File: config.mk
export PLATFORM = sky130hd
export DESIGN_NAME = alu_result_stage_flat
export DESIGN_NICKNAME = d
export VERILOG_FILES = /design/src/rtl/alu_result_stage_pkg.sv /design/src/rtl/alu_result_stage_if.sv /design/src/rtl/alu_flag_gen.sv /design/src/rtl/alu_result_stage.sv /design/src/flat_wrapper.sv
export SDC_FILE = /design/constraint.sdc
export NUM_CORES = 1
export LEC_CHECK = 0
export ABC_AREA = 1
export BUFFER_PORTS_ARGS = -buffer_cell sky130_fd_sc_hd__buf_2
export CORE_UTILIZATION = 25
export CTS_CLUSTER_DIAMETER = 30
export DETAILED_ROUTE_END_ITERATION = 16
export MAX_ROUTING_LAYER = met4
export PLACE_DENSITY_LB_ADDON = 0.3
export SLEW_MARGIN = 20
export SYNTH_ARGS = -nofsm -noshare
export SYNTH_HDL_FRONTEND = slang
export SYNTH_HIERARCHICAL = 1
export SYNTH_SLANG_ARGS = --single-unit
File: constraint.sdc
create_clock -name clk -period 1.6 [get_ports clk]
set_input_delay 0.24 -clock clk [delete_from_list [all_inputs] [get_ports clk]]
set_output_delay 0.24 -clock clk [all_outputs]
set_load 0.05 [all_outputs]
File: src/rtl/alu_result_stage_pkg.sv
// Shared constants for the ALU result stage: function codes,
// arithmetic-group mask, flag bit positions and a group-decode helper.
package alu_result_stage_pkg;

  localparam logic [3:0] F_SUM  = 4'b0100;
  localparam logic [3:0] F_SUB  = 4'b0101;
  localparam logic [3:0] F_AINV = 4'b0110;
  localparam logic [3:0] F_INC  = 4'b0111;

  localparam logic [1:0] ARITH_GRP = 2'b01;

  localparam int FLAG_N = 3;
  localparam int FLAG_Z = 2;
  localparam int FLAG_C = 1;
  localparam int FLAG_V = 0;

  typedef logic [3:0] flags_t;

  // F_SUM..F_INC are exactly the codes with f[3:2] == ARITH_GRP
  function automatic logic is_arith(input logic [3:0] f);
    return f[3:2] == ARITH_GRP;
  endfunction

endpackage

File: src/rtl/alu_result_stage_if.sv
// Handshake bundle between unit_A, the result stage and its consumer.
// slave: stage view; master: producer/consumer (test) view.
interface alu_result_stage_if #(
  parameter int WIDTH = 32,
  parameter int DEPTH = 2
);
  localparam int CW = $clog2(DEPTH) + 1;

  logic             in_valid;
  logic             in_ready;
  logic [WIDTH-1:0] s_in;
  logic             c_in;
  logic             o_in;
  logic [3:0]       f_in;
  logic             out_valid;
  logic             out_ready;
  logic [WIDTH-1:0] result;
  logic [3:0]       flags;
  logic [CW-1:0]    count;

  modport slave (
    input  in_valid, s_in, c_in, o_in, f_in,
    input  out_ready,
    output in_ready, out_valid, result, flags, count
  );

  modport master (
    output in_valid, s_in, c_in, o_in, f_in,
    output out_ready,
    input  in_ready, out_valid, result, flags, count
  );

endinterface

File: src/rtl/alu_flag_gen.sv
// Combinational N/Z/C/V derivation from unit_A outputs.
// Ports: s_in, c_in, o_in, f_in in; flags {N,Z,C,V} out.
module alu_flag_gen
  import alu_result_stage_pkg::*;
#(
  parameter int WIDTH = 32
) (
  input  logic [WIDTH-1:0] s_in,
  input  logic             c_in,
  input  logic             o_in,
  input  logic [3:0]       f_in,
  output flags_t           flags
);

  always_comb begin
    flags         = '0;
    flags[FLAG_N] = s_in[WIDTH-1];
    flags[FLAG_Z] = (s_in == '0);
    // carry/overflow only mean something for arithmetic codes;
    // sub carry is no-borrow and passes through as-is
    unique case (1'b1)
      is_arith(f_in): begin
        flags[FLAG_C] = c_in;
        flags[FLAG_V] = o_in;
      end
      default: ;
    endcase
  end

endmodule

File: src/rtl/alu_result_stage.sv
// Registered FIFO output stage behind unit_A: stores result+flags.
// Ports: clk, rst_n (sync, active-low), bus (slave modport).
// Option ALU_STICKY_OV_EN adds clr_sticky in, sticky_v out.
module alu_result_stage
  import alu_result_stage_pkg::*;
#(
  parameter int WIDTH = 32,
  parameter int DEPTH = 2
) (
  input  logic clk,
  input  logic rst_n,
`ifdef ALU_STICKY_OV_EN
  input  logic clr_sticky,
  output logic sticky_v,
`endif
  alu_result_stage_if.slave bus
);

  localparam int PW = (DEPTH > 1) ? $clog2(DEPTH) : 1;
  localparam int CW = $clog2(DEPTH) + 1;

  logic [WIDTH-1:0] data_q [DEPTH];
  logic [WIDTH-1:0] data_d [DEPTH];
  flags_t           flg_q  [DEPTH];
  flags_t           flg_d  [DEPTH];

  logic [PW-1:0] wr_ptr_q, wr_ptr_d;
  logic [PW-1:0] rd_ptr_q, rd_ptr_d;
  logic [CW-1:0] count_q, count_d;

  flags_t new_flags;
  logic   push;
  logic   pop;

  alu_flag_gen #(
    .WIDTH(WIDTH)
  ) u_flag_gen (
    .s_in (bus.s_in),
    .c_in (bus.c_in),
    .o_in (bus.o_in),
    .f_in (bus.f_in),
    .flags(new_flags)
  );

  assign bus.in_ready  = (count_q != CW'(DEPTH)) && rst_n;
  assign bus.out_valid = (count_q != '0);
  assign bus.result    = data_q[rd_ptr_q];
  assign bus.flags     = flg_q[rd_ptr_q];
  assign bus.count     = count_q;

  assign push = bus.in_valid && bus.in_ready;
  assign pop  = bus.out_valid && bus.out_ready;

  always_comb begin
    data_d   = data_q;
    flg_d    = flg_q;
    wr_ptr_d = wr_ptr_q;
    rd_ptr_d = rd_ptr_q;
    count_d  = count_q + CW'(push) - CW'(pop);
    if (push) begin
      data_d[wr_ptr_q] = bus.s_in;
      flg_d[wr_ptr_q]  = new_flags;
      // power-of-two depth: natural wrap
      wr_ptr_d         = wr_ptr_q + PW'(1);
    end
    if (pop) begin
      rd_ptr_d = rd_ptr_q + PW'(1);
    end
  end

  always_ff @(posedge clk) begin
    if (!rst_n) begin
      data_q   <= '{default: '0};
      flg_q    <= '{default: '0};
      wr_ptr_q <= '0;
      rd_ptr_q <= '0;
      count_q  <= '0;
    end else begin
      data_q   <= data_d;
      flg_q    <= flg_d;
      wr_ptr_q <= wr_ptr_d;
      rd_ptr_q <= rd_ptr_d;
      count_q  <= count_d;
    end
  end

`ifdef ALU_STICKY_OV_EN
  logic sticky_q, sticky_d;

  // set has priority over clear
  always_comb begin
    sticky_d = sticky_q;
    if (clr_sticky) sticky_d = 1'b0;
    if (push && new_flags[FLAG_V]) sticky_d = 1'b1;
  end

  always_ff @(posedge clk) begin
    if (!rst_n) sticky_q <= 1'b0;
    else        sticky_q <= sticky_d;
  end

  assign sticky_v = sticky_q;
`endif

endmodule
File: src/flat_wrapper.sv
// flat-port wrapper written by rule: the top's interface ports become plain ports
module alu_result_stage_flat import alu_result_stage_pkg::*;
#(
  parameter int WIDTH = 32,
  parameter int DEPTH = 2
)
  (clk, rst_n, bus_in_valid, bus_s_in, bus_c_in, bus_o_in, bus_f_in, bus_out_ready, bus_in_ready, bus_out_valid, bus_result, bus_flags, bus_count);
  alu_result_stage_if #(.WIDTH(WIDTH), .DEPTH(DEPTH)) bus_i ();
  input  logic clk;
  input  logic rst_n;
  input wire logic [$bits(bus_i.in_valid)-1:0] bus_in_valid;
  input wire logic [$bits(bus_i.s_in)-1:0] bus_s_in;
  input wire logic [$bits(bus_i.c_in)-1:0] bus_c_in;
  input wire logic [$bits(bus_i.o_in)-1:0] bus_o_in;
  input wire logic [$bits(bus_i.f_in)-1:0] bus_f_in;
  input wire logic [$bits(bus_i.out_ready)-1:0] bus_out_ready;
  output wire logic [$bits(bus_i.in_ready)-1:0] bus_in_ready;
  output wire logic [$bits(bus_i.out_valid)-1:0] bus_out_valid;
  output wire logic [$bits(bus_i.result)-1:0] bus_result;
  output wire logic [$bits(bus_i.flags)-1:0] bus_flags;
  output wire logic [$bits(bus_i.count)-1:0] bus_count;
  assign bus_i.in_valid = bus_in_valid;
  assign bus_i.s_in = bus_s_in;
  assign bus_i.c_in = bus_c_in;
  assign bus_i.o_in = bus_o_in;
  assign bus_i.f_in = bus_f_in;
  assign bus_i.out_ready = bus_out_ready;
  assign bus_in_ready = bus_i.in_ready;
  assign bus_out_valid = bus_i.out_valid;
  assign bus_result = bus_i.result;
  assign bus_flags = bus_i.flags;
  assign bus_count = bus_i.count;
  alu_result_stage #(.WIDTH(WIDTH), .DEPTH(DEPTH)) u_core (.clk(clk), .rst_n(rst_n), .bus(bus_i));
endmodule
Word-level counts from Yosys, hierarchy flattened. Cells that the tools add are included.

Add/sub/neg operators: 4. Order comparisons: 3. Equality and inequality tests: 2. Muxes and demuxes: 13. Bitwise logic cells: 2. Reductions and logical operators: 6.

Operators by type and width (count): 2-to-1 mux 32 bit (4); bitwise mux 64 bit (1); demux 32 bit (select 1 bit) (1); logical NOT 32 bit (1); 2-to-1 mux 4 bit (4); bitwise mux 8 bit (1); demux 4 bit (select 1 bit) (1); >= comparator 2 bit (second input constant) (2); logical AND 1 bit (4); inverter 1 -> 2 bit (2); adder 1 bit (second input constant) (2); adder 2 x 1 -> 2 bit (1); == test 2 x 1 -> 1 bit (second input constant) (1); less-than comparator 2 x 1 -> 1 bit (second input constant) (1); 2-to-1 mux 2 bit (1); inequality test 2 bit (second input constant) (1); nonzero test 2 bit (1); subtractor 2 x 1 -> 2 bit (1).

Register bits: 76. Bits of input ports: 42. Output and inout bits: 40. Word-level logic and storage cells: 37.

Logic depth before layout (Yosys ltp). Gate-level depths: netlist (run 1).

Depth after elaboration: 6. Mapped depth: 11. Mapped depth without buffers: 11.

Hierarchy. The synthesis (run 1) kept the hierarchy.

By module, submodules not included: alu_result_stage (instances 1, cells an instance 565, area each 3550.9 µm², sequential area each 1521.5 µm²); alu_flag_gen (instances 1, cells an instance 35, area each 142.6 µm², sequential area each 0.0 µm²).

Worst setup path after synthesis (run 1). Ideal clock, no wire load.

Path kind: reg-to-reg. From: register u_core.count_q[0] (netlist: u_core/bus.count[0]). To: register u_core.count_q[1] (netlist: u_core/bus.count[1]). Setup time: 0.115 ns. Arrival time: 2.582 ns. Required time: 1.485 ns. Setup slack: -1.097 ns. Cell stages (with the launch flop): 11. Buffers on the path: 0. Period minus slack after synthesis: 2.697 ns. Path through: dfxtp_1 inv_1 a21boi_1 nand2_1 ha_1 inv_1 ha_1 xor2_1 nand2_1 nand2_1 nor2_1.

Word-level cells in the longest chain between the ends: 5. Elaborated cells between the ends (all ways): 7. Classes of those cells: add/sub: 2; eq/ne: 1; reduce/logical: 4.

Ends and longest elaborated chain: start, declared (RTL line alu_result_stage.sv:29) `logic [CW-1:0] count_q, count_d;`; start signal, assigned (RTL line alu_result_stage.sv:83) `count_q <= count_d;`; inequality test 2 bit (RTL line alu_result_stage.sv:45) `assign bus.in_ready = (count_q != CW'(DEPTH)) && rst_n;`; logical AND 1 bit (RTL line alu_result_stage.sv:45); via bus_in_ready (RTL line flat_wrapper.sv:17) `output wire logic [$bits(bus_i.in_ready)-1:0] bus_in_ready;`; logical AND 1 bit (RTL line alu_result_stage.sv:51) `assign push = bus.in_valid && bus.in_ready;`; adder 2 x 1 -> 2 bit (RTL line alu_result_stage.sv:59) `count_d = count_q + CW'(push) - CW'(pop);`; subtractor 2 x 1 -> 2 bit (RTL line alu_result_stage.sv:59).

The timed path passes the listed nets, and every way through them passes these cells. A chain may end at the register's enable or synchronous reset.

Final worst setup path (run 1).
From: register u_core.rd_ptr_q. To: output bus_result[6].

Word-level cells in the longest chain between the ends: 4.

Ends and longest elaborated chain: start, declared (RTL line alu_result_stage.sv:28) `logic [PW-1:0] rd_ptr_q, rd_ptr_d;`; start signal, assigned (RTL line alu_result_stage.sv:82) `rd_ptr_q <= rd_ptr_d;`; inverter 1 -> 2 bit (implied by the code) (RTL line alu_result_stage.sv:47) `assign bus.result = data_q[rd_ptr_q];`; 2-to-1 mux 32 bit (implied by the code) (3 in series) (RTL line alu_result_stage.sv:47); end, declared (RTL line flat_wrapper.sv:19) `output wire logic [$bits(bus_i.result)-1:0] bus_result;`.

No other way between the ends. The select of a mux whose other input is x is not followed.

==> metrics.md, run 1 <==
| Metric | Value |
|---|---|
| Placed Area | 4260 um^2 |
| Max clock buf depth | 2 |
| CP Data Arrival Time | 1.29 ns |
| Biggest area consumer among synthesized cells | dfxtp_1 |
| RSZ-0062 raised after global routing | yes |
| Cell at the slowest stage of the critical path | dfxtp_4 |
| Final design utilization | 33.1% |
| Worst VDD drop | 0.000583 V |
| Largest net degree at the start of global routing | 79 |
| First-pass GRT wire length | 13600 um |
| CTS clk-pin slew, worst paths | 0.06 ns |
| DP HPWL | 5310 um |
| Sequential fraction of the synthesis area | 41.2% |
| Syn Nets | 644 |
| Row count | 44 |
| # clock sinks | 76 |
| Crit path required time | 1.36 ns |
| Synth Cell Area | 3690 um^2 |
| Hold Crit Class | in -> reg |
| Endpoints failing setup | 0 |
| Tmin final | 1.53 ns |
| Post-synth cell types | 17 |
| ANT nets after route | 0 |
| Input/output buffers | 79 |
| Post-place setup slack | 0.0472 ns |
| DIE AREA | 15300 um^2 |
| CTS root buffer | clkbuf_16 |
| Min-delay src | bus_s_in[28] |
| DRC Markers | 0 |
| Synth Area per Inst | 6.16 um^2 |
| Drt total wl | 8410 um |
| Synth Instances | 600 |
| NumNets Final | 710 |
| Initial Util | 25.5% |
| Die Ht | 124 um |
| Tcrit/Tclk final | 95.6% |
| Setup slack after layout | 0.0705 ns |
| CP startpoint | u_core/rd_ptr_q |
| DR vias | 3411 |
| Static leakage | 2.50 nW |
| Synth top area cells | dfxtp_1 (41%), nand2_1 (20%), nor2_1 (17%) |
| Io pins | 82 |
| Top-count cell post-synth | nand2_1 |
| Max incr delay on CP | 0.37 ns |
| GPL Wtd Cong | 0.701 |
| Fraction of layout cells with a size suffix above 1 | 17.4% |
| Slew @ Worst Pin | 0.376 ns |
| Crit. End Element | primary output |
| Critical path type | reg -> out |
| Final setup TNS | 0 ns |
| Final Hold Violating Endpoints | 0 |
| #FFs+latches synth | 76 |
| CP startpoint kind | flip-flop |
| Async SR Flop Fraction | 0% |
| CTS tree | done |
| R2r startpoint | u_core/bus.count[0] |
| Rel. slew slack | 74.9% |
| Post-synth top cells | nand2_1 (197), nor2_1 (167), inv_1 (80), dfxtp_1 (76), o21ai_0 (37) |
| First drt pass iteration count | 4 |
| Vias in the first global route | 2979 |
| GRT Overall Usage | 12.1% |
| Cts bufs inserted | 9 |
| Total power | 6.81 mW |
| Insertion delay to the later sink of the worst-skew pair | 0.34 ns |
| Number of DRC markers in iteration 0 | 110 |
| Core ar. | 14500 um^2 |
| Initial antenna violation count | 0 |
| Final global-route overflow total | 0 |
| Post-synth EDFFs | 0 |
| P&R area growth vs syn | 29.6% |
| Yosys warns | 6 |
| Synth Flop Type | dfxtp_1 |
| Max-cap violations | 0 |
| Worst path cell trace | buf_12, nand2_1, o21ai_1, buf_6 |
| Yosys top cell area share | 41.2% |
| Routed len/inst | 9.84 um |
| Worst-path maximum fanout | 40 |
| Peak Freq | 0.654 GHz |
| Final Skew | 0.00440 ns |
| Pins over their slew limit | 0 |
| Pwr/cell area | 1420 nW/um^2 |
| DIE WIDTH | 124 um |
| Diode count | 0 |
| Post-route cell area | 4790 um^2 |
| CTS Hold Bufs | 0 |
| Outcome | finished, final reports clean |
| Number of vias per cell | 3.99 |
| H-tree depth | 3 |
-- area by class of cell --
class | count | area, um^2
Sequential cell | 76 | 1530
Tap cell | 184 | 230
Clock buffer | 12 | 246
Inverter | 80 | 303
Multi-Input combinational cell | 412 | 1710
Fill cell | 1607 | 9690
Timing Repair Buffer | 87 | 692
Clock inverter | 4 | 72.6
-- what timing repair did --
item,in CTS,in global routing
gates cloned,0,0
gates resized for setup,33,44
buffers inserted,0,1
setup endpoints to repair,29,31
pin swaps,0,1
-- per-stage QoR --
step	hold slack (ns)	std cells
floorplan	0.375	600
global placement	0.499	838
detailed placement	0.499	838
CTS	0.138	854
global route	0.151	855
finish	0.158	855
-- cells by family after synthesis --
kind of cell,synth area share [%]
adder cells (fa/ha/maj),0.677
XOR/XNOR,0.237
buffers and inverters,13.7
AND/OR/NAND/NOR,38.7
flip-flops,41.2
AO/OA/AOI/OAI,5.49
-- path summary, 6_finish.rpt --
kind,cells past startpoint,slack [ns],endpoint
hold / removal,3,0.16,u_core/data_q[28]
hold reg to reg,4,0.51,u_core/data_q[19]
setup reg to reg,10,0.10,u_core/bus.count[1]
setup / recovery,4,0.07,bus_result[6]
-- power by group --
part | switching [mW] | leakage (nW) | internal, mW | total (mW)
Sequential | 0.0983 | 0.622 | 2.13 | 2.23
Combinational | 1.63 | 1.72 | 0.759 | 2.39
Clock | 0.785 | 0.153 | 1.41 | 2.19
-- registers in the layout (all words and copies together), names as in the netlist --
register,cells
u_core/data_q,64
u_core/flg_q,8
u_core/wr_ptr_q,1
u_core/bus.count,2
u_core/rd_ptr_q,1
-- metal layers --
metal  share of wire, %  track usage [%]  vias up
met5                  0                -        -
met4                1.7             5.20        0
met3                4.4             3.92        9
met2                 45             19.3       62
met1                 49             13.8     1456
li1                   -                -     1884
-- layout by cell type (no fill, tap or decap), types with 4 or more instances in the layout --
master     instances
nand2_1          194
nor2_1           167
inv_1             78
dfxtp_1           73
buf_2             43
o21ai_1           24
buf_6             19
buf_4             19
o21ai_0           12
clkbuf_16          9
buf_12             6
nand2_2            4
-- critical path: cells and delay by family (launching register included) --
kind            cells  cell delay [ns]
buf+inv             2             0.38
flops               1             0.37
compound gates      1             0.12
simple gates        1             0.07
No activity file was read; power rests on OpenSTA's default activity.
==> inputs of run 2 (changes only) <==
--- a/config.mk
+++ b/config.mk
@@ -12,6 +12,7 @@
 export DETAILED_ROUTE_END_ITERATION = 16
 export MAX_ROUTING_LAYER = met4
 export PLACE_DENSITY_LB_ADDON = 0.3
+export SETUP_SLACK_MARGIN = 0.4
 export SLEW_MARGIN = 20
 export SYNTH_ARGS = -nofsm -noshare
 export SYNTH_HDL_FRONTEND = slang
==> run 2 against run 1 <==
Final area is 44% higher; combinational power increased by 90%; non-clock buffer count grew 50; routed wire length up 48%; global-route usage rose by 2.4 points.
==> metrics.md, run 2 (synthesized netlist as in run 1, its figures left out) <==
| Metric | Value |
|---|---|
| CTS clk-pin slew, worst paths | 0.05 ns (was 0.06 ns) |
| Endpoints failing setup | 0 (unchanged) |
| Drt total wl | 12400 um (was 8410 um) |
| Input/output buffers | 79 (unchanged) |
| GPL Wtd Cong | 0.706 (was 0.701) |
| Max-cap violations | 0 (unchanged) |
| Initial Util | 25.5% (unchanged) |
| Outcome | finished, final reports clean (unchanged) |
| Worst Hold Path EP | u_core/data_q[11] (was u_core/data_q[28]) |
| Top reg by flops | u_core/data_q (unchanged) |
| Routing usage on met3 | 4.24% (was 3.92%) |
| CP Data Arrival Time | 1.36 ns (was 1.29 ns) |
| Max incr delay on CP | 0.37 ns (about the same) |
| Worst Hold Depth | 3 (unchanged) |
| Most frequent cell on the critical path | buf_6 |
| RSZ-0062 raised after global routing | yes (unchanged) |
| Cts bufs inserted | 9 (unchanged) |
| Busiest grt layer | met2 (unchanged) |
| Slew @ Worst Pin | 0.463 ns (was 0.376 ns) |
| WP buf/inv | 4 (was 2) |
| # clock sinks | 76 (unchanged) |
| GR Layer Usage met2 | 23.0% (was 19.3%) |
| R2R cell count | 10 (unchanged) |
| Tcrit/Tclk final | 99.9% (was 95.6%) |
| Insertion delay to the later sink of the worst-skew pair | 0.34 ns (about the same) |
| GR Util met1 | 17.6% (was 13.8%) |
| Largest delay share family, worst path | buffers and inverters (unchanged) |
| # fillers | 1363 (was 1607) |
| DRC Markers | 0 (unchanged) |
| NumNets Final | 760 (was 710) |
| Rel. slew slack | 69.1% (was 74.9%) |
| Final Hold Violating Endpoints | 0 (unchanged) |
| Initial antenna violation count | 0 (unchanged) |
| Max clock buf depth | 2 (unchanged) |
| Cell at the slowest stage of the critical path | dfxtp_4 (unchanged) |
| Hold Crit Class | in -> reg (unchanged) |
| R2r startpoint | u_core/bus.count[0] (unchanged) |
| P&R area growth vs syn | 86.5% (was 29.6%) |
| Fraction of layout cells with a size suffix above 1 | 52.4% (was 17.4%) |
| Most common cell after layout, fill and taps aside | nor2_1 (was nand2_1) |
| Largest net degree at the start of global routing | 79 (unchanged) |
| CP startpoint kind | flip-flop (unchanged) |
| Crit. End Element | primary output (unchanged) |
| Tmin final | 1.60 ns (was 1.53 ns) |
| Worst VDD drop | 0.000593 V (was 0.000583 V) |
| Setup slack after layout | 0.00119 ns (was 0.0705 ns) |
| Routed len/inst | 13.7 um (was 9.84 um) |
| CTS root buffer | clkbuf_16 (unchanged) |
| Register-to-register path setup slack | 0.05 ns (was 0.10 ns) |
| Diode count | 0 (unchanged) |
| Crit path required time | 1.36 ns (about the same) |
| Critical path type | reg -> out (unchanged) |
| Worst path cell trace | buf_12, buf_6, buf_6, o21ai_4, buf_6 (was buf_12, nand2_1, o21ai_1, buf_6) |
| Io pins | 82 (unchanged) |
| Peak Freq | 0.625 GHz (was 0.654 GHz) |
| First-pass GRT wire length | 16100 um (was 13600 um) |
| Post-place setup slack | 0.0263 ns (was 0.0472 ns) |
| Vias in the first global route | 3221 (was 2979) |
| Total power | 8.73 mW (was 6.81 mW) |
| ANT nets after route | 0 (unchanged) |
| Static leakage | 3.35 nW (was 2.50 nW) |
| First drt pass iteration count | 4 (unchanged) |
| Pwr/cell area | 1270 nW/um^2 (was 1420 nW/um^2) |
| DIE WIDTH | 124 um (unchanged) |
| H-tree depth | 3 (unchanged) |
| Min-delay src | bus_s_in[11] (was bus_s_in[28]) |
| Pins over their slew limit | 0 (unchanged) |
| Final Skew | 0.00592 ns (was 0.00440 ns) |
| Core ar. | 14500 um^2 (unchanged) |
| DR vias | 3814 (was 3411) |
| DIE AREA | 15300 um^2 (unchanged) |
| Number of DRC markers in iteration 0 | 211 (was 110) |
| Most frequent cells in the layout | nor2_1 (116), nand2_2 (84), inv_1 (77), dfxtp_1 (73), nand2_1 (71) (was nand2_1 (194), nor2_1 (167), inv_1 (78), dfxtp_1 (73), buf_2 (43)) |
| Die Ht | 124 um (unchanged) |
| Row count | 44 (unchanged) |
| CTS tree | done (unchanged) |
| Final design utilization | 47.6% (was 33.1%) |
| Worst-path maximum fanout | 5 (was 40) |
| Number of vias per cell | 4.22 (was 3.99) |
| Final global-route overflow total | 0 (unchanged) |
| GRT Overall Usage | 14.5% (was 12.1%) |
| DP HPWL | 5560 um (was 5310 um) |
| Max FFs per register | 64 (unchanged) |
| R2R Path End | u_core/bus.count[1] (unchanged) |
## run 2: changes by cell type in the layout (fill, tap and decap cells not counted), sizes merged
cell,previous run,this run
clkinvlp,1,0
clkinv,1,2
bufinv,2,0
clkbuf,12,22
buf,87,128
## run 2: worst max path at each step
stage / start / end / slack, ns / depth (start not counted)
floorplan: u_core/bus.count[0] / u_core/bus.count[1] / -0.28 / 10
detailed placement: u_core/bus.count[0] / u_core/bus.count[1] / 0.03 / 10
finish: u_core/rd_ptr_q / bus_result[20] / 0.001 / 5
global route: u_core/rd_ptr_q / bus_result[9] / -0.07 / 5
global placement: rst_n / u_core/bus.count[1] / 0.05 / 10
CTS: u_core/rd_ptr_q / bus_result[20] / -0.02 / 5
## run 2: power breakdown
group | internal [mW] | switching, mW | leakage, nW
sequential | 2.13 | 0.131 | 0.623
clock | 1.12 | 0.793 | 0.135
combinational | 2.03 | 2.52 | 2.59
## run 2: worst min-delay path, stage by stage
cell and delay (ns):
buf_2 0.10, nor2_1 0.04, nor2_1 0.07
## run 2: metrics by stage
step / hold WS, ns / setup TNS (ns) / instance area [um^2] / std cells
detailed placement: 0.501 / 0 / 4680 / 842
floorplan: 0.375 / -0.436 / 4200 / 600
CTS: 0.124 / -0.134 / 6100 / 882
finish: 0.154 / 0 / 6890 / 904
global placement: 0.498 / 0 / 4680 / 842
global route: 0.151 / -0.584 / 6890 / 904
## run 2: area by class of cell
type | count | area, um^2 | area share [%]
Clock buffer | 13 | 260 | 3.78
Clock inverter | 2 | 10.0 | 0.145
Inverter | 80 | 305 | 4.43
Multi-Input combinational cell | 412 | 2810 | 40.8
Sequential cell | 76 | 1530 | 22.2
Tap cell | 184 | 230 | 3.34
Timing Repair Buffer | 137 | 1740 | 25.2
## run 2: routing by layer
layer  vias to the layer above  wire length, um
met2                        77             6210
met1                      1732             5530
met5                         -                0
li1                       1993                -
met3                        12              542
met4                         0              139
## run 2: repair_timing
action	in CTS	in global routing
pin swaps	113	109
endpoints found under the hold margin	0	0
hold buffers	0	0
setup buffers	19	6
gates cloned	6	16
setup endpoints to repair	70	114
gates resized for setup	265	118
